File: src/rtl/mem_ctrl.sv
// mem_ctrl: single-port, byte-serial memory controller shared by the load/store
// buffer (LSB) and instruction fetch (IF).
//
// Requests are arbitrated in IDLE (store > load > fetch). Multi-byte accesses
// are split into byte transfers on one 8-bit RAM/IO bus, little-endian.
// Each requester gets a one-cycle done pulse when its access completes.
//
// Ports
//   clk_in, rst_in        clock, asynchronous active-low reset
//   rdy_in                global ready; low freezes the block (mem_wr forced 0)
//   clear                 flush: aborts reads and blocks acceptance in IDLE
//   data_r_en/data_w_en   LSB load/store request levels
//   data_addr/val/len     LSB address, store data, length (1, 2, 4; other -> 4)
//   LSB_en_o/LSB_data_o   LSB done pulse and zero-extended load result
//   if_en/if_addr         fetch request level and address (always 4 bytes)
//   if_en_o/if_data_o     fetch done pulse and instruction word
//   mem_din               read byte for the address driven last cycle
//   mem_dout/mem_a/mem_wr write byte, byte address, write strobe
//   io_buffer_full        stalls stores to IO space (addr[17:16] == IO_SEL)
//   dbg_state_o           current FSM state, for observation only
//
// Handshake: a request is a level held by the requester until its done pulse;
// the pulse is high for exactly one cycle (DONE) and the requester drops the
// request on the edge that ends DONE, so DONE never accepts.
module mem_ctrl #(
    parameter int         ADDR_W = 32,
    parameter logic [1:0] IO_SEL = 2'b11
) (
    input  logic              clk_in,
    input  logic              rst_in,
    input  logic              rdy_in,
    input  logic              clear,
    input  logic              data_r_en,
    input  logic              data_w_en,
    input  logic [ADDR_W-1:0] data_addr,
    input  logic [31:0]       data_val,
    input  logic [31:0]       data_len,
    output logic              LSB_en_o,
    output logic [31:0]       LSB_data_o,
    input  logic              if_en,
    input  logic [ADDR_W-1:0] if_addr,
    output logic              if_en_o,
    output logic [31:0]       if_data_o,
    input  logic [7:0]        mem_din,
    output logic [7:0]        mem_dout,
    output logic [ADDR_W-1:0] mem_a,
    output logic              mem_wr,
    input  logic              io_buffer_full,
    output logic [1:0]        dbg_state_o
);

    typedef enum logic [1:0] {IDLE, READ, WRITE, DONE} state_t;

    state_t            state_q, state_d;
    logic [ADDR_W-1:0] addr_q, addr_d;
    logic [2:0]        len_q, len_d;
    logic [31:0]       val_q, val_d;
    logic              own_if_q, own_if_d;
    logic [2:0]        k_q, k_d;        // next byte to issue
    logic [2:0]        c_q, c_d;        // next byte to capture
    logic [31:0]       res_q, res_d;
    logic              iss_q, iss_d;    // mem_a holds a fresh read issue this cycle
    logic              rvld_q, rvld_d;  // mem_din holds a requested byte this cycle
    logic [ADDR_W-1:0] mem_a_q, mem_a_d;
    logic [7:0]        mem_dout_q, mem_dout_d;
    logic              mem_wr_q, mem_wr_d;
    logic              lsb_en_q, lsb_en_d;
    logic              if_en_q, if_en_d;
    logic [31:0]       lsb_data_q, lsb_data_d;
    logic [31:0]       if_data_q, if_data_d;

    logic [ADDR_W-1:0] acc_addr;
    logic              acc_stall;
    logic              unused_len_hi;

    assign unused_len_hi = ^data_len[31:3];

    function automatic logic [2:0] decode_len(input logic [2:0] l);
        case (l)
            3'd1, 3'd2, 3'd4: return l;
            default:          return 3'd4;
        endcase
    endfunction

    always_comb begin
        state_d    = state_q;
        addr_d     = addr_q;
        len_d      = len_q;
        val_d      = val_q;
        own_if_d   = own_if_q;
        k_d        = k_q;
        c_d        = c_q;
        res_d      = res_q;
        iss_d      = 1'b0;
        rvld_d     = 1'b0;
        mem_a_d    = mem_a_q;
        mem_dout_d = mem_dout_q;
        mem_wr_d   = 1'b0;
        lsb_en_d   = 1'b0;
        if_en_d    = 1'b0;
        lsb_data_d = lsb_data_q;
        if_data_d  = if_data_q;
        acc_addr   = '0;
        acc_stall  = 1'b0;

        if (!rdy_in) begin
            // Frozen. A read rewinds its issue index so the byte lost while
            // frozen is requested again once ready returns.
            lsb_en_d = lsb_en_q;
            if_en_d  = if_en_q;
            if (state_q == READ) k_d = c_q;
        end else begin
            case (state_q)
                IDLE: begin
                    if (!clear && (data_w_en || data_r_en || if_en)) begin
                        acc_addr   = (data_w_en || data_r_en) ? data_addr : if_addr;
                        own_if_d   = !(data_w_en || data_r_en);
                        addr_d     = acc_addr;
                        val_d      = data_val;
                        len_d      = own_if_d ? 3'd4 : decode_len(data_len[2:0]);
                        c_d        = 3'd0;
                        res_d      = '0;
                        // The first byte goes out on the accepting edge.
                        mem_a_d    = acc_addr;
                        mem_dout_d = data_val[7:0];
                        if (data_w_en) begin
                            acc_stall = (acc_addr[17:16] == IO_SEL) && io_buffer_full;
                            mem_wr_d  = !acc_stall;
                            k_d       = acc_stall ? 3'd0 : 3'd1;
                            state_d   = WRITE;
                        end else begin
                            k_d     = 3'd1;
                            iss_d   = 1'b1;
                            state_d = READ;
                        end
                    end
                end
                READ: begin
                    if (clear) begin
                        state_d = IDLE;
                    end else begin
                        rvld_d = iss_q;
                        if (k_q < len_q) begin
                            mem_a_d = addr_q + ADDR_W'(k_q);
                            k_d     = k_q + 3'd1;
                            iss_d   = 1'b1;
                        end
                        if (rvld_q) begin
                            res_d[{c_q[1:0], 3'b000} +: 8] = mem_din;
                            c_d = c_q + 3'd1;
                            if (c_d == len_q) begin
                                state_d = DONE;
                                if (own_if_q) begin
                                    if_en_d   = 1'b1;
                                    if_data_d = res_d;
                                end else begin
                                    lsb_en_d   = 1'b1;
                                    lsb_data_d = res_d;
                                end
                            end
                        end
                    end
                end
                WRITE: begin
                    // Stores ignore clear: they are already committed.
                    if (k_q == len_q) begin
                        state_d  = DONE;
                        lsb_en_d = 1'b1;
                    end else begin
                        mem_a_d    = addr_q + ADDR_W'(k_q);
                        mem_dout_d = val_q[{k_q[1:0], 3'b000} +: 8];
                        if (!((addr_q[17:16] == IO_SEL) && io_buffer_full)) begin
                            mem_wr_d = 1'b1;
                            k_d      = k_q + 3'd1;
                        end
                    end
                end
                DONE:    state_d = IDLE;
                default: state_d = IDLE;
            endcase
        end
    end

    always_ff @(posedge clk_in or negedge rst_in) begin
        if (!rst_in) begin
            state_q    <= IDLE;
            addr_q     <= '0;
            len_q      <= '0;
            val_q      <= '0;
            own_if_q   <= 1'b0;
            k_q        <= '0;
            c_q        <= '0;
            res_q      <= '0;
            iss_q      <= 1'b0;
            rvld_q     <= 1'b0;
            mem_a_q    <= '0;
            mem_dout_q <= '0;
            mem_wr_q   <= 1'b0;
            lsb_en_q   <= 1'b0;
            if_en_q    <= 1'b0;
            lsb_data_q <= '0;
            if_data_q  <= '0;
        end else begin
            state_q    <= state_d;
            addr_q     <= addr_d;
            len_q      <= len_d;
            val_q      <= val_d;
            own_if_q   <= own_if_d;
            k_q        <= k_d;
            c_q        <= c_d;
            res_q      <= res_d;
            iss_q      <= iss_d;
            rvld_q     <= rvld_d;
            mem_a_q    <= mem_a_d;
            mem_dout_q <= mem_dout_d;
            mem_wr_q   <= mem_wr_d;
            lsb_en_q   <= lsb_en_d;
            if_en_q    <= if_en_d;
            lsb_data_q <= lsb_data_d;
            if_data_q  <= if_data_d;
        end
    end

    assign LSB_en_o    = lsb_en_q;
    assign LSB_data_o  = lsb_data_q;
    assign if_en_o     = if_en_q;
    assign if_data_o   = if_data_q;
    assign mem_a       = mem_a_q;
    assign mem_dout    = mem_dout_q;
    assign mem_wr      = mem_wr_q;
    assign dbg_state_o = state_q;

endmodule

File: config.mk
export PLATFORM = sky130hd
export DESIGN_NAME = mem_ctrl
export DESIGN_NICKNAME = d
export VERILOG_FILES = /design/src/rtl/mem_ctrl.sv
export SDC_FILE = /design/constraint.sdc
export NUM_CORES = 1
export LEC_CHECK = 0
export BUFFER_PORTS_ARGS = -buffer_cell sky130_fd_sc_hd__buf_2
export CORE_ASPECT_RATIO = 1.2
export CORE_MARGIN = 4
export CORE_UTILIZATION = 40
export CTS_CLUSTER_SIZE = 16
export DETAILED_ROUTE_END_ITERATION = 6
export SYNTH_ARGS = -nofsm -noshare
export SYNTH_HDL_FRONTEND = slang
export SYNTH_SLANG_ARGS = --single-unit
File: constraint.sdc
create_clock -name clk_in -period 3.12 [get_ports clk_in]
set_clock_uncertainty 0.2 [all_clocks]
set_input_delay 0.156 -clock clk_in [delete_from_list [all_inputs] [get_ports clk_in]]
set_output_delay 0.156 -clock clk_in [all_outputs]
set_load 0.005 [all_outputs]
Word-level counts from Yosys, hierarchy flattened
Index checks and enable logic that the tools add are counted.
Widths: inputs -> output; s select.
{ "classes": {"n_addsub": 4, "magnitude_cmp": 1, "eq_ne": 23, "n_shift": 3, "muxes": 63, "bitwise_logic": 2, "reduce_logical": 22} }
{ "op_table": {"columns": ["operator", "n"], "rows": [
  ["$mux 32", 8],
  ["$pmux 32 s3", 1],
  ["$pmux 32 s2", 1],
  ["$mux 3", 12],
  ["$add 32x3->32", 1],
  ["$bwmux 32", 1],
  ["$shift 8x7->32 const A", 1],
  ["$shiftx 32x6->8", 1],
  ["$shiftx 8x7->32", 1],
  ["$mux 1", 25],
  ["$reduce_and 6->1", 3],
  ["$mux 8", 2],
  ["$pmux 8 s2", 1],
  ["$ne 3x3->1 const B", 5],
  ["$mux 2", 6],
  ["$ne 2x2->1 const B", 5],
  ["$reduce_and 5->1", 2],
  ["$pmux 3 s3", 1],
  ["$eq 2x2->1 const B", 4],
  ["$pmux 2 s4", 1],
  ["$neg 5->7", 1],
  ["$reduce_and 7->1", 1],
  ["$add 3x1->3 const B", 2],
  ["$eq 3x3->1", 2],
  ["other kinds (19)", 30]
]} }
{ "totals": {"reg_bits": 217, "output_inout_bits": 109, "word_cells": 135} }

Logic depth before layout (Yosys ltp)
Gate-level depths: netlist of the first run.
{ "logic_depth": {"ltp_word": 9, "depth_mapped": 10, "mapped_depth_nobuf": 7} }

Worst setup path before layout of the first run
OpenSTA, ideal clock, no wires.
{ "synth_path": {"path_type": "register to register", "from": "register k_q[0]", "to": "register mem_a_q[24] (netlist: mem_a[24])", "setup_ps": 95, "t_arrival_ps": 2305, "required_ps": 2825, "path_slack_ps": 520, "stages_incl_launch_ff": 10, "n_path_buf": 3, "path_cell_list": "dfrtp_1 > buf_1 > inv_1 > ha_1 > nand4_1 > nor2b_1 > nand4_1 > buf_2 > clkbuf_1 > o31ai_1"} }
{ "synth_between": {"elab_chain_cells": 4} }
{ "synth_lines": {"columns": ["item", "line_no", "source"], "rows": [
  ["from (decl)", "59", "logic [2:0] k_q, k_d;"],
  ["from (signal assigned)", "209", "k_q <= k_d;"],
  ["$add 32x3->32", "144, 170", null],
  ["$mux 32", "143", "if (k_q < len_q) begin"],
  ["$mux 32", "139", "if (clear) begin"],
  ["$pmux 32 s3", "113", "case (state_q)"],
  ["to (signal assigned)", "214", "mem_a_q <= mem_a_d;"],
  ["to (decl)", "64", "logic [ADDR_W-1:0] mem_a_q, mem_a_d;"]
]} }
Parallel ways exist; a longest one is shown, timed or not. The select of a mux whose other input is x is not followed.
A chain may end at the register's enable or synchronous reset.

Worst setup path in the final report of the first run
{ "layout_path": {"from": "register c_q[0]", "to": "register lsb_data_q[26] (netlist: LSB_data_o[26])"} }
{ "layout_between": {"elab_chain_cells": 3} }
{ "layout_lines": {"columns": ["item", "line_no", "source"], "rows": [
  ["from (decl)", "60", "logic [2:0] c_q, c_d;"],
  ["from (signal assigned)", "192", "c_q <= '0;"],
  ["from (signal assigned)", "210", "c_q <= c_d;"],
  ["$neg 5->7 or $add 3x1->3 (tied branches)", "149, 150", null],
  ["$shiftx 8x7->32 (tied with other cells)", "149", "res_d[{c_q[1:0], 3'b000} +: 8] = mem_din;"],
  ["$bwmux 32 or $reduce_and 6->1 (tied branches)", null, null],
  ["to (signal assigned)", "219", "lsb_data_q <= lsb_data_d;"],
  ["to (decl)", "69", "logic [31:0] lsb_data_q, lsb_data_d;"]
]} }
Parallel ways exist; a longest one is shown, timed or not.

==> impl_metrics.yaml, run 1 <==
synth:
  synth_seq_area_share: 0.501
  yosys_register_bits: 217
  synth.distinct_cells: 59
  synth_simple_gate_area_frac: 0.115
  synth_top_family_by_area: "multiplexers"
  synth-xor-area-share: 0.0182
  synth_commonest_cells: "dfrtp_1 (217), nand2_1 (121), mux2_2 (101)"
  ys.flop_type: "dfrtp_1"
  synthCells: 1020
  synth_area_per_cell_um2: 10.6
  synth_top_area_cell: "dfrtp_1"
  syn_area_um2: 10800
  synth_fa_ha_area_frac: 0.0203
  yosysTopAreaCellShare: 0.501
  synth.top_cells.by_area: "dfrtp_1 (50%), mux2_2 (10%), nand2_1 (4.2%), o21ai_0 (4.1%), mux2i_1 (3.9%)"
  synth_edf_count: 0
  yosysMostFrequentCell: "dfrtp_1"
  synth-compound-area-share: 0.140
  synth_nets: 1181
  async_flop_share: 1.00
  synth_mux_area_frac: 0.160
  yosys_warnings: 0
global_routing:
  grt_max_degree: 100
  grt_first_pass_wirelength_mm: 48.0
  track_usage: 0.196
  antenna_found_initial: 0
  overflow: 0
  grt_pass1_vias: 9236
placed_design:
  hpwlAfterDp_mm: 19.5
  gp_congestion: 0.811
  portBuffers: 223
  dp.cells: 1531
clocking:
  insertion_delay_ns: 0.51
  cts-resized-gates: 0
  path_clk_slew_ns: 0.06
  cts_tree: "yes"
  h-tree-depth: 1
  clockRootBuffer: "clkbuf_16"
  cts_buffers: 24
  clock-sinks: 217
  cts_buffer_depth: 3
power:
  swShare: 0.369
  combPwrFrac: 0.389
  seqPwrFrac: 0.371
  p_leak_nw: 6.81
  peakVddDrop_mv: 0.527
  intPower_w: 0.00757
  power_density_nw_per_um2: 836
  p_switching_w: 0.00443
  pwr-share-clk: 0.241
critical_path:
  slowest_stage: "dfrtp_1"
  endpoint_kind: "flop"
  crit_type: "flop to flop"
  critPathRequiredTime_ns: 3.31
  critPathMaxStageDelay_ns: 0.51
  crit_chain: "inv_1, ha_1, xnor2_1, nand4_1, nor3_4, buf_12, mux2_2"
  crit_family: "flip-flops"
  critPathArrivalTime_ns: 3.01
  crit_path_start_kind: "flop"
  path_buf_inv: 2
  path_max_fanout: 33
cells_and_area:
  fin_nets: 1503
  n_fill_cell: 2361
  stdcell_count: 1689
  syn2layout_area_growth_pct: 32.5
  drive_gt1_frac: 0.295
  diodes: 0
sta:
  finalHoldViolCount: 0
  timing.fmax_ghz: 0.355
  rsz0062_at_grt: "no"
  period_minus_slack_ns: 2.82
  tightest_slew_ns: 0.926
  tns_ns: 0
  period_share: 0.904
  max-slew-margin-rel: 0.379
  slew_viol_final: 0
  setup_viol: 0
routing:
  detail_route.iter0.violations: 526
  vias_per_cell: 5.35
  ant_nets: 0
  drc: 0
  vias: 9032
  detail_route.wl_per_cell_um: 17.5
  drt_pass1_iterations: 5
  wirelength_mm: 29.5
floorplan:
  pin_count: 253
  chipHeight_um: 188
  initial_core_util: 0.409
  rows: 65
  core_um2: 26500
  dieArea_um2: 29800
  die_w_um: 158
run_status:
  status: "finished clean"
hold_path:
  min_path_type: "input port to flop"
flow_run:
  cap_viol_max_count: 0
registers in the layout, indices dropped and copies added (netlist names):
signal	flops
LSB_data_o	32
LSB_en_o	1
addr_q	32
c_q	3
dbg_state_o	2
if_data_o	32
if_en_o	1
iss_q	1
k_q	3
len_q	3
mem_a	32
mem_dout	8
mem_wr	1
own_if_q	1
res_q	32
rvld_q	1
val_q	32
layout by cell type, fill, tap and decap left out, types with 9 or more instances in the layout:
| cell type | count |
|---|---|
| clkbuf_16 | 25 |
| dfrtp_1 | 217 |
| buf_2 | 222 |
| nand3_1 | 16 |
| mux2_2 | 101 |
| nor4_1 | 11 |
| buf_4 | 15 |
| inv_1 | 47 |
| nand4_1 | 14 |
| a21oi_1 | 36 |
| o21ai_0 | 89 |
| nor2_1 | 27 |
| xor2_1 | 9 |
| o22ai_1 | 32 |
| ha_1 | 16 |
| mux2i_1 | 42 |
| dlygate4sd3_1 | 120 |
| xnor2_1 | 11 |
| a22o_1 | 12 |
| nand2_1 | 121 |
| a32oi_1 | 31 |
| nor3_1 | 12 |
final timing paths:
check	startpoint	endpoint	slack, ns	depth (start not counted)
setup / recovery	c_q[0]	LSB_data_o[26]	0.30	7
hold / removal	if_addr[21]	mem_a[21]	0.03	4
setup reg to reg	c_q[0]	LSB_data_o[26]	0.30	7
hold reg to reg	mem_a[21]	mem_a[21]	0.28	2
max in group asynchronous	rst_in	len_q[0]	1.82	3
min in group asynchronous	rst_in	if_data_o[11]	0.04	2
repair_timing:
action,4_1_cts,5_1_grt
hold buffers,119,1
hold endpoints to repair,272,1
setup buffers,0,0
power by group through the flow:
stage               combinational (W)  sequential, W  clock [W]
floorplan                     0.00318        0.00430          0
detailed placement            0.00454        0.00448          0
CTS                           0.00470        0.00444    0.00296
global placement              0.00445        0.00444          0
finish                        0.00466        0.00444    0.00289
global route                  0.00526        0.00457    0.00307
metrics by stage:
stage                     utilization  hold WS, ns  power, W  worst slack [ns]  area (um^2)
final                           0.542       0.0270    0.0120             0.301        14400
after global routing            0.542       0.0546    0.0129             0.153        14400
after CTS                       0.541      0.00140    0.0121             0.308        14300
after detailed placement        0.466       0.0276   0.00902             0.343        12400
after global placement          0.466       0.0191   0.00889             0.394        12400
after floorplan                     -       -0.340   0.00747             0.520        10800
tightest hold or removal path, stage by stage:
cell	delay (ns)
buf_2	0.09
mux2i_1	0.19
a221o_1	0.18
o21ai_0	0.08
routing by layer:
layer	track usage	share of wire	up-vias
met5	0	0	-
met4	0.0519	0.024	0
met3	0.0349	0.049	48
met2	0.337	0.50	225
met1	0.255	0.43	4424
li1	-	-	4335
final cells by class:
class / instances / area [um^2] / area share
Inverter: 50 / 188 / 0.0131
Multi-Input combinational cell: 684 / 4950 / 0.345
Timing Repair Buffer: 365 / 2580 / 0.180
Tap cell: 335 / 419 / 0.0292
Sequential cell: 217 / 5430 / 0.378
Clock buffer: 31 / 678 / 0.0472
Clock inverter: 7 / 113 / 0.00784
cells by family after synthesis:
kind of cell | Yosys count
AO/OA/AOI/OAI | 241
XOR/XNOR | 21
adder cells (fa/ha/maj) | 17
buffers and inverters | 119
flip-flops | 217
multiplexers | 151
AND/OR/NAND/NOR | 254
No activity file was read; power rests on OpenSTA's default activity.
==> run 2: changes to the inputs <==
--- a/config.mk
+++ b/config.mk
@@ -11,6 +11,7 @@
 export CORE_UTILIZATION = 40
 export CTS_CLUSTER_SIZE = 16
 export DETAILED_ROUTE_END_ITERATION = 6
+export REMOVE_ABC_BUFFERS = 1
 export SYNTH_ARGS = -nofsm -noshare
 export SYNTH_HDL_FRONTEND = slang
 export SYNTH_SLANG_ARGS = --single-unit
==> constraint.sdc (replaced) <==
create_clock -name clk_in -period 3.3 [get_ports clk_in]
set_clock_uncertainty 0.2 [all_clocks]
set_input_delay 0.165 -clock clk_in [delete_from_list [all_inputs] [get_ports clk_in]]
set_output_delay 0.165 -clock clk_in [all_outputs]
set_load 0.005 [all_outputs]
==> impl_metrics.yaml, run 2 (synthesis results as in run 1) <==
cells_and_area:
  drive_gt1_frac: 0.298
  seq_area_um2: 5430
  fin_nets: 1508
  diodes: 0
  mostFrequentLayoutCells: "buf_2 (222), dfrtp_1 (217), nand2_1 (121), dlygate4sd3_1 (121), mux2_2 (101)"
  multi_input_area_um2: 4950
  final_core_util: 0.542
  n_fill_cell: 2345
  syn2layout_area_growth_pct: 32.6
  final_common_cell: "buf_2"
routing:
  drt_pass1_iterations: 5
  detail_route.iter0.violations: 588
  vias: 8988
  wirelength_mm: 29.3
  vias_per_cell: 5.30
  ant_nets: 0
  drc: 0
  detail_route.wl_per_cell_um: 17.2
placed_design:
  gp_congestion: 0.840
  portBuffers: 223
  hpwlAfterDp_mm: 19.2
critical_path:
  crit_family: "simple AND/OR/NAND/NOR gates"
  r2r-end: "LSB_data_o[8]"
  crit_chain: "inv_1, ha_1, xnor2_1, nand4_1, nor3_4, buf_12, mux2_2"
  crit_type: "flop to flop"
  path_buf_inv: 2
  path_max_fanout: 33
  rr_worst_depth: 7
  endpoint_kind: "flop"
  critPathMaxStageDelay_ns: 0.50
  critPathRequiredTime_ns: 3.49
  slowest_stage: "dfrtp_1"
  crit_path_start_kind: "flop"
  critPathArrivalTime_ns: 3.02
  r2r_setup_slack_ns: 0.47
  r2r-start: "c_q[0]"
power:
  power_density_nw_per_um2: 784
  p_leak_nw: 6.83
  peakVddDrop_mv: 0.503
clocking:
  clock-sinks: 217
  post_cts_buffers: 0
  cts_buffer_depth: 3
  insertion_delay_ns: 0.51
  h-tree-depth: 1
  path_clk_slew_ns: 0.06
  cts-resized-gates: 0
  clockRootBuffer: "clkbuf_16"
  cts_buffers: 24
  cts_tree: "yes"
  cts_hold_buf: 121
floorplan:
  die_w_um: 158
  rows: 65
  core_um2: 26500
  dieArea_um2: 29800
  pin_count: 253
  initial_core_util: 0.409
  chipHeight_um: 188
run_status:
  status: "finished clean"
global_routing:
  overflow: 0
  grt_first_pass_wirelength_mm: 47.7
  grt_max_degree: 99
  track_usage: 0.195
  antenna_found_initial: 1
  grt_pass1_vias: 9205
hold_path:
  hold_path_end: "k_q[0]"
  hold_path_depth: 5
  min_path_type: "input port to flop"
  hold_start: "data_addr[16]"
sta:
  max-slew-margin-rel: 0.484
  setup_viol: 0
  rsz0062_at_grt: "no"
  tns_ns: 0
  finalHoldViolCount: 0
  slew_viol_final: 0
  period_share: 0.856
  tightest_slew_ns: 0.774
  period_minus_slack_ns: 2.83
  timing.fmax_ghz: 0.354
flow_run:
  cap_viol_max_count: 0
run 2: cell count changes in the layout (fill, tap and decap cells not counted), sizes merged:
cell,previous run,this run
buf,245,249
clkbuf,31,35
bufinv,3,1
clkinv,6,8
clkinvlp,1,0
dlygate4sd3,120,121
run 2: cell type report:
type                            instances  area share
Clock buffer                           35      0.0503
Clock inverter                          6     0.00383
Inverter                               50      0.0131
Multi-Input combinational cell        684       0.344
Sequential cell                       217       0.378
Tap cell                              335      0.0292
Timing Repair Buffer                  370       0.181
run 2: worst max-delay path by stage:
| stage | from | to | slack, ns | depth (start not counted) |
|---|---|---|---|---|
| finish | c_q[0] | LSB_data_o[8] | 0.47 | 7 |
| global route | c_q[0] | LSB_data_o[9] | 0.30 | 7 |
| CTS | c_q[0] | LSB_data_o[20] | 0.43 | 7 |
| detailed placement | c_q[0] | LSB_data_o[15] | 0.47 | 7 |
| global placement | c_q[0] | LSB_data_o[9] | 0.56 | 7 |
| floorplan | data_r_en | addr_q[0] | -1.63 | 3 |
run 2: metrics by stage:
| step | power, W | instances | worst slack (ns) | hold WS [ns] | area (um^2) |
|---|---|---|---|---|---|
| after global routing | 0.0121 | 1697 | 0.298 | 0.0457 | 14400 |
| after detailed placement | 0.00853 | 1535 | 0.472 | 0.0726 | 12400 |
| after CTS | 0.0114 | 1697 | 0.431 | 0.00914 | 14400 |
| after global placement | 0.00843 | 1535 | 0.562 | 0.0787 | 12400 |
| after floorplan | 0.00697 | 951 | -1.63 | -0.331 | 10500 |
| final | 0.0113 | 1697 | 0.474 | 0.0251 | 14400 |
run 2: tightest hold or removal path: stages:
cell	delay (ns)
buf_2	0.10
nand3_1	0.10
o311ai_0	0.11
o21ai_0	0.08
mux2_2	0.15
run 2: per-layer routing:
metal	track usage	up-vias	routed length [um]
met5	0	-	13
met3	0.0427	46	1820
met1	0.250	4353	12300
li1	-	4342	-
met4	0.0443	2	558
met2	0.335	245	14500
run 2: power breakdown:
group | switching, W | leakage (nW) | total [W] | internal, W
logic | 0.00244 | 3.68 | 0.00442 | 0.00199
clock network | 0.00107 | 0.390 | 0.00265 | 0.00158
registers | 0.000668 | 2.76 | 0.00419 | 0.00352
total | 0.00417 | 6.83 | 0.0113 | 0.00710
==> run 3: changes to the inputs <==
--- a/config.mk
+++ b/config.mk
@@ -8,9 +8,11 @@
 export BUFFER_PORTS_ARGS = -buffer_cell sky130_fd_sc_hd__buf_2
 export CORE_ASPECT_RATIO = 1.2
 export CORE_MARGIN = 4
-export CORE_UTILIZATION = 40
+export CORE_UTILIZATION = 45
+export CTS_BUF_LIST = sky130_fd_sc_hd__clkbuf_2
 export CTS_CLUSTER_SIZE = 16
 export DETAILED_ROUTE_END_ITERATION = 6
+export PLACE_DENSITY = 0.69
 export REMOVE_ABC_BUFFERS = 1
 export SYNTH_ARGS = -nofsm -noshare
 export SYNTH_HDL_FRONTEND = slang
==> impl_metrics.yaml, run 3 (synthesis results as in run 1) <==
sta:
  period_share: 0.916
  finalHoldViolCount: 0
  setup_viol: 0
  timing.fmax_ghz: 0.331
  max-slew-margin-rel: 0.415
  tightest_slew_ns: 0.873
  slew_viol_final: 0
  rsz0062_at_grt: "no"
  period_minus_slack_ns: 3.02
  whs_ns: 0.0597
critical_path:
  critPathMaxStageDelay_ns: 0.59
  crit_path_start_kind: "flop"
  cp_num_cells: 8
  slowest_stage: "dlygate4sd3_1"
  critPathRequiredTime_ns: 3.82
  crit_type: "flop to flop"
  crit_chain: "inv_1, ha_1, nor2b_1, buf_4, o211ai_1, buf_12, mux2_2, dlygate4sd3_1"
  endpoint_kind: "flop"
  rr_worst_depth: 8
  path_buf_inv: 4
  critPathArrivalTime_ns: 3.54
  crit_family: "buffers and inverters"
  path_max_fanout: 59
placed_design:
  gp_congestion: 0.830
  hpwlAfterDp_mm: 18.9
  portBuffers: 223
global_routing:
  grt_pass1_vias: 10712
  antenna_found_initial: 2
  overflow: 0
  track_usage: 0.258
  grt_max_degree: 84
  grt_first_pass_wirelength_mm: 55.3
floorplan:
  pin_count: 253
  chipHeight_um: 178
  core_um2: 23400
  initial_core_util: 0.463
  dieArea_um2: 26600
  die_w_um: 150
  rows: 61
hold_path:
  hold_path_depth: 4
  min_path_type: "input port to flop"
run_status:
  status: "finished clean"
clocking:
  insertion_delay_ns: 0.83
  cts_buffer_depth: 3
  clockRootBuffer: "clkbuf_2"
  cts_buffers: 55
  post_cts_buffers: 0
  cts_hold_buf: 244
  cts_tree: "yes"
  h-tree-depth: 2
  cts-resized-gates: 0
  path_clk_slew_ns: 0.11
  clock-sinks: 217
flow_run:
  cap_viol_max_count: 0
routing:
  ant_nets: 0
  vias: 10058
  vias_per_cell: 5.42
  detail_route.iter0.violations: 527
  wirelength_mm: 34.0
  detail_route.wl_per_cell_um: 18.3
  drt_pass1_iterations: 5
  drc: 0
cells_and_area:
  syn2layout_area_growth_pct: 41.1
  mostFrequentLayoutCells: "dlygate4sd3_1 (243), buf_2 (222), dfrtp_1 (217)"
  final_common_cell: "dlygate4sd3_1"
  drive_gt1_frac: 0.290
  n_fill_cell: 1833
  fin_nets: 1663
power:
  p_leak_nw: 7.35
  peakVddDrop_mv: 0.429
  power_density_nw_per_um2: 738
  finalPower_w: 0.0113
[run 3: cell type report]
type	instances	area (um^2)	area share
Antenna cell	2	5.00	0.000327
Inverter	50	188	0.0123
Clock inverter	23	114	0.00745
Timing Repair Buffer	494	3850	0.252
Sequential cell	217	5430	0.355
Multi-Input combinational cell	684	4950	0.324
Tap cell	315	394	0.0258
Clock buffer	72	360	0.0236
[run 3: final timing paths]
kind                                start            to  slack [ns]
setup / recovery           dbg_state_o[0]     val_q[18]        0.28
hold / removal                if_addr[19]    addr_q[19]        0.06
setup reg to reg           dbg_state_o[0]     val_q[18]        0.28
hold reg to reg                 mem_a[19]     mem_a[19]        0.29
max in group asynchronous          rst_in  if_data_o[4]        2.15
min in group asynchronous          rst_in     val_q[12]        0.29
[run 3: through the flow]
step           setup TNS, ns   util  std cells  setup slack, ns  cell area (um^2)
3_3_place_gp               0  0.527       1516            0.522             12400
3_5_place_dp               0  0.527       1516            0.419             12400
5_1_grt                    0  0.653       1857            0.164             15300
2_1_floorplan        -140.70      -        951            -1.63             10500
6_report                   0  0.653       1857            0.276             15300
4_1_cts                    0  0.652       1855            0.347             15300
[run 3: power by group]
part           switching (W)  total, W  internal (W)
Combinational        0.00272   0.00525       0.00253
Clock                0.00113   0.00180      0.000674
Sequential          0.000721   0.00424       0.00351
Total                0.00457    0.0113       0.00672
[run 3: metal layers]
| layer | part of all wire | vias up | GRT usage |
|---|---|---|---|
| met4 | 0.028 | 0 | 0.0946 |
| met5 | 0 | - | 0 |
| met3 | 0.067 | 78 | 0.0590 |
| met1 | 0.39 | 4908 | 0.306 |
| li1 | - | 4693 | - |
| met2 | 0.52 | 379 | 0.456 |
[run 3: worst register-to-register path, delay by kind of cell (launching register included)]
| family | cells | cell delay, ns |
|---|---|---|
| buffers and inverters | 4 | 1.17 |
| DFF | 1 | 0.46 |
| and+or+nand+nor | 1 | 0.18 |
| muxes | 1 | 0.40 |
| adders and majority gates | 1 | 0.32 |
| AOI/OAI and AO/OA | 1 | 0.18 |
